<file path="src/rtl/carry_sum_stage.sv">
// carry_sum_stage: Kogge-Stone carry resolution and registered sum behind a valid/ready handshake.
// Define CARRY_SUM_MID_REG_EN to insert a register slice between the prefix tree and the sum XOR.
module carry_sum_stage #(
    parameter int WIDTH = 6
) (
    input  logic             clk,
    input  logic             rst,
    input  logic             in_valid,
    output logic             in_ready,
    input  logic [WIDTH-1:0] g,
    input  logic [WIDTH-1:0] p,
    input  logic [WIDTH-1:0] h,
    input  logic             cin,
    output logic             out_valid,
    input  logic             out_ready,
    output logic [WIDTH-1:0] sum,
    output logic             cout,
    output logic             ovf
);
    logic [WIDTH-1:0] grp_g, grp_p;
    logic [WIDTH-1:0] s_h, s_g, s_p;
    logic             s_valid, s_cin, s_ready;
    logic [WIDTH:0]   c;
    logic             out_load;
    logic             out_valid_q, out_valid_d;
    logic             cout_q, cout_d, ovf_q, ovf_d;
    logic [WIDTH-1:0] sum_q, sum_d;

    // Descending i keeps reads of i-d on the previous prefix level.
    always_comb begin
        grp_g = g;
        grp_p = p;
        for (int d = 1; d < WIDTH; d = d * 2) begin
            for (int i = WIDTH - 1; i >= d; i--) begin
                grp_g[i] = grp_g[i] | (grp_p[i] & grp_g[i - d]);
                grp_p[i] = grp_p[i] & grp_p[i - d];
            end
        end
    end

    assign s_ready = !out_valid_q || out_ready;

`ifdef CARRY_SUM_MID_REG_EN
    logic             mid_valid_q, mid_valid_d, mid_cin_q, mid_cin_d, mid_load;
    logic [WIDTH-1:0] mid_h_q, mid_h_d, mid_g_q, mid_g_d, mid_p_q, mid_p_d;

    assign in_ready = !mid_valid_q || s_ready;

    always_comb begin
        mid_load    = in_valid && in_ready;
        mid_valid_d = in_ready ? in_valid : mid_valid_q;
        mid_h_d     = mid_load ? h : mid_h_q;
        mid_g_d     = mid_load ? grp_g : mid_g_q;
        mid_p_d     = mid_load ? grp_p : mid_p_q;
        mid_cin_d   = mid_load ? cin : mid_cin_q;
    end

    always_ff @(posedge clk) begin
        if (rst) begin
            mid_valid_q <= 1'b0;
            mid_h_q     <= '0;
            mid_g_q     <= '0;
            mid_p_q     <= '0;
            mid_cin_q   <= 1'b0;
        end else begin
            mid_valid_q <= mid_valid_d;
            mid_h_q     <= mid_h_d;
            mid_g_q     <= mid_g_d;
            mid_p_q     <= mid_p_d;
            mid_cin_q   <= mid_cin_d;
        end
    end

    assign s_valid = mid_valid_q;
    assign s_h     = mid_h_q;
    assign s_g     = mid_g_q;
    assign s_p     = mid_p_q;
    assign s_cin   = mid_cin_q;
`else
    assign in_ready = s_ready;
    assign s_valid  = in_valid;
    assign s_h      = h;
    assign s_g      = grp_g;
    assign s_p      = grp_p;
    assign s_cin    = cin;
`endif

    // Carry-in folds in as a generate below bit 0.
    assign c = {s_g | (s_p & {WIDTH{s_cin}}), s_cin};

    always_comb begin
        out_load    = s_valid && s_ready;
        out_valid_d = s_ready ? s_valid : out_valid_q;
        sum_d       = out_load ? (s_h ^ c[WIDTH-1:0]) : sum_q;
        cout_d      = out_load ? c[WIDTH] : cout_q;
        ovf_d       = out_load ? (c[WIDTH] ^ c[WIDTH-1]) : ovf_q;
    end

    always_ff @(posedge clk) begin
        if (rst) begin
            out_valid_q <= 1'b0;
            sum_q       <= '0;
            cout_q      <= 1'b0;
            ovf_q       <= 1'b0;
        end else begin
            out_valid_q <= out_valid_d;
            sum_q       <= sum_d;
            cout_q      <= cout_d;
            ovf_q       <= ovf_d;
        end
    end

    assign out_valid = out_valid_q;
    assign sum       = sum_q;
    assign cout      = cout_q;
    assign ovf       = ovf_q;
endmodule

</file>
<file path="config.mk">
export PLATFORM = sky130hd
export DESIGN_NAME = carry_sum_stage
export DESIGN_NICKNAME = d
export VERILOG_FILES = /design/src/rtl/carry_sum_stage.sv
export SDC_FILE = /design/constraint.sdc
export NUM_CORES = 1
export LEC_CHECK = 0
export CORE_MARGIN = 5
export CORE_UTILIZATION = 35
export DETAILED_ROUTE_END_ITERATION = 10
export GPL_TIMING_DRIVEN = 0
export PLACE_DENSITY = 0.77
export SLEW_MARGIN = 5
export SYNTH_ARGS = -nofsm -noshare
export SYNTH_HDL_FRONTEND = slang
export SYNTH_SLANG_ARGS = --single-unit
</file>
<file path="constraint.sdc">
create_clock -name clk -period 1.6 [get_ports clk]
set_input_delay 0.48 -clock clk [delete_from_list [all_inputs] [get_ports clk]]
set_output_delay 0.48 -clock clk [all_outputs]
set_load 0.01 [all_outputs]
</file>
* Yosys cells after proc, flatten, opt, wreduce, memory -nomap -nowiden
Index checks and enable logic that the tools add are counted.
** Word-level totals
- Bits in registers :: 9
- Output and inout port bits :: 10
- Logic and storage cells :: 44
** Cells by class
- Bitwise gates (word level) :: 37
- Reductions and logical operators :: 3
** Operators by type and width (number)
- bitwise AND 1 bit :: 22
- OR 1 bit :: 11
- bitwise AND 6 bit :: 1
- OR 6 bit :: 1
- XOR 6 bit :: 1
- logical AND 1 bit :: 1
- zero test 1 bit :: 1
- logical OR 1 bit :: 1
- XOR 1 bit :: 1

* Longest topological paths before layout
Gate-level depths: netlist of the first run.
- Depth after elaboration :: 7
- Depth in mapped cells :: 5
- Depth with buffers taken out :: 4

* Least setup slack after synthesis of the first run
No wires, ideal clock.
- Path type :: input-to-reg
- From :: in out_ready
- To :: reg ovf_q, in the netlist ovf
- Library setup time :: 0.092 ns
- Data arrival time :: 1.257 ns
- Required time :: 1.508 ns
- Setup slack :: 0.251 ns
- Stages on the path :: 5
- Buffers on the path :: 1
- Cells stage by stage :: nand2b_4 and2_1 buf_6 o2111a_1 nor4_1
** Between the ends
- Word-level cells in the longest chain between the ends :: 2
** RTL lines
- start: declaration :: line 15 : input logic out_ready,
- logical OR 1 bit :: line 41 : assign s_ready = !out_valid_q || out_ready;
- logical AND 1 bit :: line 92 : out_load = s_valid && s_ready;
- end signal: assignment :: line 109 : ovf_q <= ovf_d;
- end: declaration :: line 26 : logic cout_q, cout_d, ovf_q, ovf_d;
No other way between the ends.
A chain may end at the register's enable or synchronous reset.

* Worst setup path after layout of the first run
- From :: in g[3]
- To :: reg sum_q[4], in the netlist sum[4]
** Between the ends
- Word-level cells in the longest chain between the ends :: 4
** RTL lines
- start: declaration :: line 10 : input logic [WIDTH-1:0] g,
- OR 1 bit (2 in a row) :: line 35 : grp_g[i] = grp_g[i] | (grp_p[i] & grp_g[i - d]);
- OR 6 bit :: line 89 : assign c = {s_g | (s_p & {WIDTH{s_cin}}), s_cin};
- XOR 6 bit :: line 94 : sum_d = out_load ? (s_h ^ c[WIDTH-1:0]) : sum_q;
- end signal: assignment :: line 107 : sum_q <= sum_d;
- end: declaration :: line 27 : logic [WIDTH-1:0] sum_q, sum_d;
No other way between the ends.

==> results.md, run 1 <==
- Result of the run: finished, final reports clean
- Delay of the slowest critical-path stage: 480 ps
- Largest vdd supply drop: 533 uV
- Net switching power figure: 0.000165 W
- Via density per instance: 5.02
- Adder-cell area share of the yosys netlist: 0%
- Setup total negative slack: 0 ps
- Count of antenna diodes in the layout: 0
- Number of library cell types mapped by synthesis: 30
- Area of the die: 2370 sq um
- Dominant register cell in the synthesized netlist: sky130_fd_sc_hd__dfxtp_1
- Flops & latches, synth: 9
- Total via count after detailed routing: 567
- Number of buffers added on ports: 32
- Core area: 1450 sq um
- Basic-gate share of the synthesized area counting and, or, nand and nor cells: 32.5%
- Most common cell in the synthesized netlist: sky130_fd_sc_hd__dfxtp_1
- Number of iterations in the first detailed-routing pass: 4
- Required time of the critical path: 1800 ps
- Ranking of synthesized cells by area: sky130_fd_sc_hd__dfxtp_1 34%, sky130_fd_sc_hd__nand3b_1 7.2%, sky130_fd_sc_hd__nor2_1 5.0%
- Startpoint type of the worst setup path: input port
- Largest fanout of any net on the critical path: 4
- Synth top area share: 34.4%
- Final worst slack: 28.8 ps
- Relative contribution of the clock network to total power: 28.7%
- Fraction of power consumed by sequential logic: 41.4%
- Maximum number of pins on one net before global-route repair: 11
- Post-synthesis compound-gate area fraction: 22.7%
- Hold crit path type: flop to flop
- Met3 track utilization from global routing: 7.06%
- DRC violation count after routing: 0
- Highest clock rate: 0.636 GHz
- Net count, final: 121
- Total power draw: 0.000609 W
- Total cell area at the placement stage: 863 sq um
- Cell type with the highest aggregate area in the netlist: sky130_fd_sc_hd__dfxtp_1
- Row Count: 14
- Final Max Slew Viols: 0
- Internal: 0.000444 W
- Ports: 33
- Yosys synthesis warning count: 0
- Die height: 48.7 um
- Share of the synthesized netlist area taken by xor and xnor gates: 6.70%
- Mean post-synth cell area: 8.72 sq um
- Slew at the pin closest to its max-slew limit: 287 ps
- Endpoints failing hold: 0
- Normalized max-slew margin: 80.8%
- Dominant combinational cell family by area after synthesis: simple AND/OR/NAND/NOR gates
- Clock buffers created by TritonCTS: 3
- Reported max-cap violation count: 0
- Global-route wire length before repair: 2.53 mm
- Worst Path Arrival: 1770 ps
- Ratio of final minimum period to clock period: 98.2%
- Gate Count Post-Synth: 60
- Synthesized netlist net count: 83
- Count of clock tree sinks: 9
- Mux share of post-synthesis cell area: 0%
- Critical path endpoint category: flop
- Path type of the worst setup path: input port to flop
- Series of cell instances along the critical path: clkdlybuf4s50_1, or3b_2, a211o_1, nand4_1
- Synth cell count leaders: 9 x sky130_fd_sc_hd__dfxtp_1, 7 x sky130_fd_sc_hd__nor2_1, 5 x sky130_fd_sc_hd__nand3b_1
- Source-to-sink clock delay at the later pin of the worst-skew pair: 260 ps
- Initial DRC Count: 5
- Grt met2 use: 22.8%
- DPL Wire Length: 1.19 mm
- Global routing met1 resource utilization: 14.2%
- Starting density of the core: 36.0%
- Wire length per cell: 13.2 um
- Number of antenna violations at the first check in global routing: 0
- Async S/R FF share, synth: 0%
- Post-placement cell count: 108
- Static power due to leakage: 0.398 nW
- RSZ-0062 raised after global routing: yes
- Global router's overall resource usage: 12.8%
- Number of synthesized flops with an enable pin: 0
- CTS root buffer: sky130_fd_sc_hd__clkbuf_4
- Number of global-route vias before repair: 584
- Width of the die: 48.7 um
- Cell area power density: 671 nW/um^2
- Overflow left after global routing: 0
- Final antenna-violating net count: 0
- Routability Congestion: 0.724
- Number of hold buffers added after cts: 0
- Pre-CTS setup slack: -486 ps
- CTS clock-pin slew for the worst setup and hold paths: 60 ps
- Final setup violation count: 0
- Post-synthesis cell area: 523 sq um
- Layout Area Growth over Synthesis: 73.7%
- Sequential-to-total area share from yosys stat: 34.4%
- CTS tree: done
- Setup clock skew after layout: 5.22 ps
- Comb pwr share: 29.9%
- Fraction of power spent switching nets: 27.1%
- Most used routing layer in global routing: met2
- Finished Layout Cells: 113
- Fraction of layout cells with a size suffix above 1: 17.5%
- Critical-path top delay cell: sky130_fd_sc_hd__or3b_2
- Total Routed Length: 1.49 mm
- Area of all placed cells without fillers: 908 sq um
- CTS HTree Levels: 1
- Time the worst path needs with I/O delays and setup: 1570 ps
- Maximum count of clock buffers along a single path: 2
==> cells by family (layout without fill, tap and decap cells) <==
| kind of cell | count (synthesis) | after routing |
|---|---|---|
| buffers and inverters | 3 | 40 |
| AO/OA/AOI/OAI | 16 | 16 |
| flip-flops | 9 | 9 |
| XOR/XNOR | 4 | 4 |
| AND/OR/NAND/NOR | 28 | 28 |
==> cells in the final DEF, fill, tap and decap left out, types with 2 or more instances in the layout <==
master                             n
sky130_fd_sc_hd__nand4_1           3
sky130_fd_sc_hd__buf_6             2
sky130_fd_sc_hd__dfxtp_1           9
sky130_fd_sc_hd__nor2_1            6
sky130_fd_sc_hd__o21ai_0           2
sky130_fd_sc_hd__clkdlybuf4s50_1  18
sky130_fd_sc_hd__dlymetal6s2s_1    3
sky130_fd_sc_hd__nor3_1            2
sky130_fd_sc_hd__a211oi_1          2
sky130_fd_sc_hd__xor2_1            2
sky130_fd_sc_hd__xnor2_1           2
sky130_fd_sc_hd__nand3b_1          5
sky130_fd_sc_hd__clkbuf_4          3
sky130_fd_sc_hd__dlygate4sd2_1    10
sky130_fd_sc_hd__nand2_1           2
sky130_fd_sc_hd__a21oi_1           3
==> power by group through the flow <==
stage	Clock, W	Combinational, W	Sequential, W
2_1_floorplan	0	0.0000667	0.000267
3_3_place_gp	0	0.000189	0.000257
3_5_place_dp	0	0.000192	0.000258
4_1_cts	0.000178	0.000183	0.000253
5_1_grt	0.000191	0.000199	0.000254
6_report	0.000175	0.000182	0.000252
==> stage by stage <==
| stage | utilization, % | hold WS [ps] |
|---|---|---|
| 6_report | 62.5 | 446 |
| 2_1_floorplan | - | 476 |
| 5_1_grt | 62.5 | 494 |
| 3_5_place_dp | 59.4 | 443 |
| 3_3_place_gp | 59.4 | 440 |
| 4_1_cts | 60.8 | 452 |
==> worst max-delay path: cells and delay by family <==
family | cells | cell delay, ps
AOI/OAI and AO/OA | 1 | 270
and+or+nand+nor | 2 | 550
buffers and inverters | 1 | 470
==> routing by layer <==
| layer | wire, um | up-vias | share of wire, % |
|---|---|---|---|
| met2 | 744 | 20 | 50 |
| met4 | 0 | 0 | 0 |
| met3 | 134 | 0 | 9.0 |
| li1 | - | 299 | - |
| met1 | 608 | 248 | 41 |
| met5 | 0 | - | 0 |
==> path summary, 6_finish.rpt <==
kind / slack (ps) / start / endpoint / cells after the start
worst min-delay path: 450 / sum[1] / sum[1] / 2
worst max-delay path: 30 / g[3] / sum[4] / 4
worst max register to register: 410 / out_valid / sum[4] / 4
worst min register to register: 450 / sum[1] / sum[1] / 2
==> sequential cells by signal, summed over array words and instances, names as in the netlist <==
register / count
sum: 6
out_valid: 1
ovf: 1
cout: 1
==> repair_timing <==
| action | CTS | global route |
|---|---|---|
| endpoints found under the hold margin | 0 | 0 |
| setup buffers | 0 | 1 |
| endpoints found under the setup margin | 13 | 6 |
| gates resized for setup | 17 | 7 |
| pin swaps | 4 | 2 |
==> layout make-up <==
class,instances,area (sq um)
multi-input combinational,48,338
sequential,9,180
tap,16,20.0
inverter,1,3.75
buffer,2,16.3
clock buffer,4,26.3
fill,133,546
timing repair buffer,33,324
Power figures use the tool's default switching activity.
==> inputs of run 2 (changes only) <==
- GPL_TIMING_DRIVEN: 0 -> not set
==> run 2 against run 1 <==
  * Wire length increased by 12%
  * Design area increased by 9.2%
  * First-iteration DRC count decreased by 40%
  * Register-to-register slack got worse by 50 ps
  * Worst setup slack improved by 48 ps
==> results.md, run 2 (synthesized netlist as in run 1, its figures left out) <==
- Result of the run: finished, final reports clean (unchanged)
- Ratio of final minimum period to clock period: 95.2% (was 98.2%)
- Setup total negative slack: 0 ps (unchanged)
- Startpoint type of the worst setup path: input port (unchanged)
- Initial DRC Count: 3 (was 5)
- CTS tree: done (unchanged)
- Reported max-cap violation count: 0 (unchanged)
- Maximum count of clock buffers along a single path: 2 (unchanged)
- Ports: 33 (unchanged)
- Source-to-sink clock delay at the later pin of the worst-skew pair: 270 ps (was 260 ps)
- Number of global-route vias before repair: 619 (was 584)
- DRC violation count after routing: 0 (unchanged)
- RSZ-0062 raised after global routing: yes (unchanged)
- Largest fanout of any net on the critical path: 5 (was 4)
- Worst Path Arrival: 1700 ps (was 1770 ps)
- Area of the die: 2370 sq um (unchanged)
- Commonest cells after routing, fill and taps aside: 16 x sky130_fd_sc_hd__clkdlybuf4s50_1, 12 x sky130_fd_sc_hd__buf_4, 10 x sky130_fd_sc_hd__dlygate4sd2_1 (was 18 x sky130_fd_sc_hd__clkdlybuf4s50_1, 10 x sky130_fd_sc_hd__dlygate4sd2_1, 9 x sky130_fd_sc_hd__dfxtp_1)
- Highest clock rate: 0.657 GHz (was 0.636 GHz)
- CTS HTree Levels: 1 (unchanged)
- Delay of the slowest critical-path stage: 440 ps (was 480 ps)
- Routed wl met3: 110 um (was 134 um)
- Cell area power density: 649 nW/um^2 (was 671 nW/um^2)
- Max FFs per register: 6 (unchanged)
- Number of buffers added on ports: 32 (unchanged)
- Die height: 48.7 um (unchanged)
- Routability Congestion: 0.768 (was 0.724)
- Critical path endpoint category: flop (unchanged)
- Overflow left after global routing: 0 (unchanged)
- Global router's overall resource usage: 14.2% (was 12.8%)
- Number of antenna violations at the first check in global routing: 0 (unchanged)
- Global-route wire length before repair: 2.76 mm (was 2.53 mm)
- Pre-CTS setup slack: -465 ps (was -486 ps)
- CTS clock-pin slew for the worst setup and hold paths: 70 ps (was 60 ps)
- Series of cell instances along the critical path: clkdlybuf4s50_1, nor3_1, o21ai_2, o2111a_1, nor4_2 (was clkdlybuf4s50_1, or3b_2, a211o_1, nand4_1)
- Required time of the critical path: 1780 ps (was 1800 ps)
- Wire length per cell: 13.6 um (was 13.2 um)
- Maximum number of pins on one net before global-route repair: 14 (was 11)
- Final antenna-violating net count: 0 (unchanged)
- Slew at the pin closest to its max-slew limit: 268 ps (was 287 ps)
- Layout Area Growth over Synthesis: 89.7% (was 73.7%)
- Final worst slack: 76.9 ps (was 28.8 ps)
- Final setup violation count: 0 (unchanged)
- Normalized max-slew margin: 82.2% (was 80.8%)
- Count of antenna diodes in the layout: 0 (unchanged)
- DR top layer: met4 (was met3)
- Width of the die: 48.7 um (unchanged)
- Fraction of layout cells with a size suffix above 1: 25.5% (was 17.5%)
- Total Routed Length: 1.66 mm (was 1.49 mm)
- CTS root buffer: sky130_fd_sc_hd__clkbuf_4 (unchanged)
- Largest vdd supply drop: 593 uV (was 533 uV)
- Time the worst path needs with I/O delays and setup: 1520 ps (was 1570 ps)
- Via density per instance: 5.11 (was 5.02)
- Core area: 1450 sq um (unchanged)
- Total cell area at the placement stage: 938 sq um (was 863 sq um)
- Starting density of the core: 36.0% (unchanged)
- Path type of the worst setup path: input port to flop (unchanged)
- Final Max Slew Viols: 0 (unchanged)
- Number of hold buffers added after cts: 0 (unchanged)
- Most common cell after layout, fill and taps aside: sky130_fd_sc_hd__clkdlybuf4s50_1 (unchanged)
- Total via count after detailed routing: 624 (was 567)
- Static power due to leakage: 0.457 nW (was 0.398 nW)
- Area of all placed cells without fillers: 992 sq um (was 908 sq um)
- Row Count: 14 (unchanged)
- Setup clock skew after layout: 5.17 ps (was 5.22 ps)
- Routed length on met1: 707 um (was 608 um)
- Routed met2 length: 836 um (was 744 um)
- DPL Wire Length: 1.27 mm (was 1.19 mm)
- Count of clock tree sinks: 9 (unchanged)
- Net count, final: 130 (was 121)
- Hold crit path type: flop to flop (unchanged)
- Clock buffers created by TritonCTS: 3 (unchanged)
- Critical-path top delay cell: sky130_fd_sc_hd__clkdlybuf4s50_1 (was sky130_fd_sc_hd__or3b_2)
- Number of iterations in the first detailed-routing pass: 4 (unchanged)
- Endpoints failing hold: 0 (unchanged)
run 2: path summary, 6_finish.rpt:
check / from / to / slack [ps] / cells past startpoint
worst max-delay path: g[4] / ovf / 80 / 5
worst min-delay path: sum[1] / sum[1] / 470 / 2
worst max register to register: out_valid / ovf / 360 / 5
worst min register to register: sum[1] / sum[1] / 470 / 2
run 2: per-layer routing:
| layer | up-vias | track usage (%) |
|---|---|---|
| li1 | 315 | - |
| met3 | 2 | 6.13 |
| met4 | 0 | 1.35 |
| met2 | 19 | 24.3 |
| met5 | - | 0 |
| met1 | 288 | 16.8 |
run 2: layout make-up:
class / instances / area [sq um]
Clock buffer: 4 / 26.3
Fill cell: 119 / 462
Inverter: 1 / 3.75
Multi-Input combinational cell: 48 / 350
Sequential cell: 9 / 180
Tap cell: 16 / 20.0
Timing Repair Buffer: 44 / 412
run 2: through the flow:
stage	total power [W]	util, %	cells	hold slack (ps)
2_1_floorplan	0.000333	-	60	476
3_3_place_gp	0.000466	64.5	118	448
3_5_place_dp	0.000469	64.5	118	459
4_1_cts	0.000645	66.0	122	468
5_1_grt	0.000684	68.2	122	512
6_report	0.000644	68.2	122	466
run 2: what timing repair did:
| item | 4_1_cts | 5_1_grt |
|---|---|---|
| pin swaps | 2 | 2 |
| buffers inserted | 0 | 0 |
| hold endpoints to repair | 0 | 0 |
| setup endpoints to repair | 13 | 5 |
| resized for setup | 17 | 9 |
run 2: where the power goes:
group	switching [W]	internal [W]	total, W
Sequential	0.00000895	0.000243	0.000252
Clock	0.0000888	0.0000966	0.000185
Combinational	0.0000851	0.000121	0.000207
Total	0.000183	0.000461	0.000644
run 2: critical path, delay by kind of cell:
kind	cells	cell delay (ps)
AO/OA/AOI/OAI	2	320
buffers and inverters	1	440
AND/OR/NAND/NOR	2	460
==> inputs of run 3 (changes only) <==
- MAX_ROUTING_LAYER: not set -> met4
==> results of run 3 <==
No change in the layout: final DEF, timing and power equal those of run 2.
Among the figures that moved: final weighted congestion in routability-driven placement 0.768 -> 0.778; overall routing resource usage 14.2% -> 14.6%
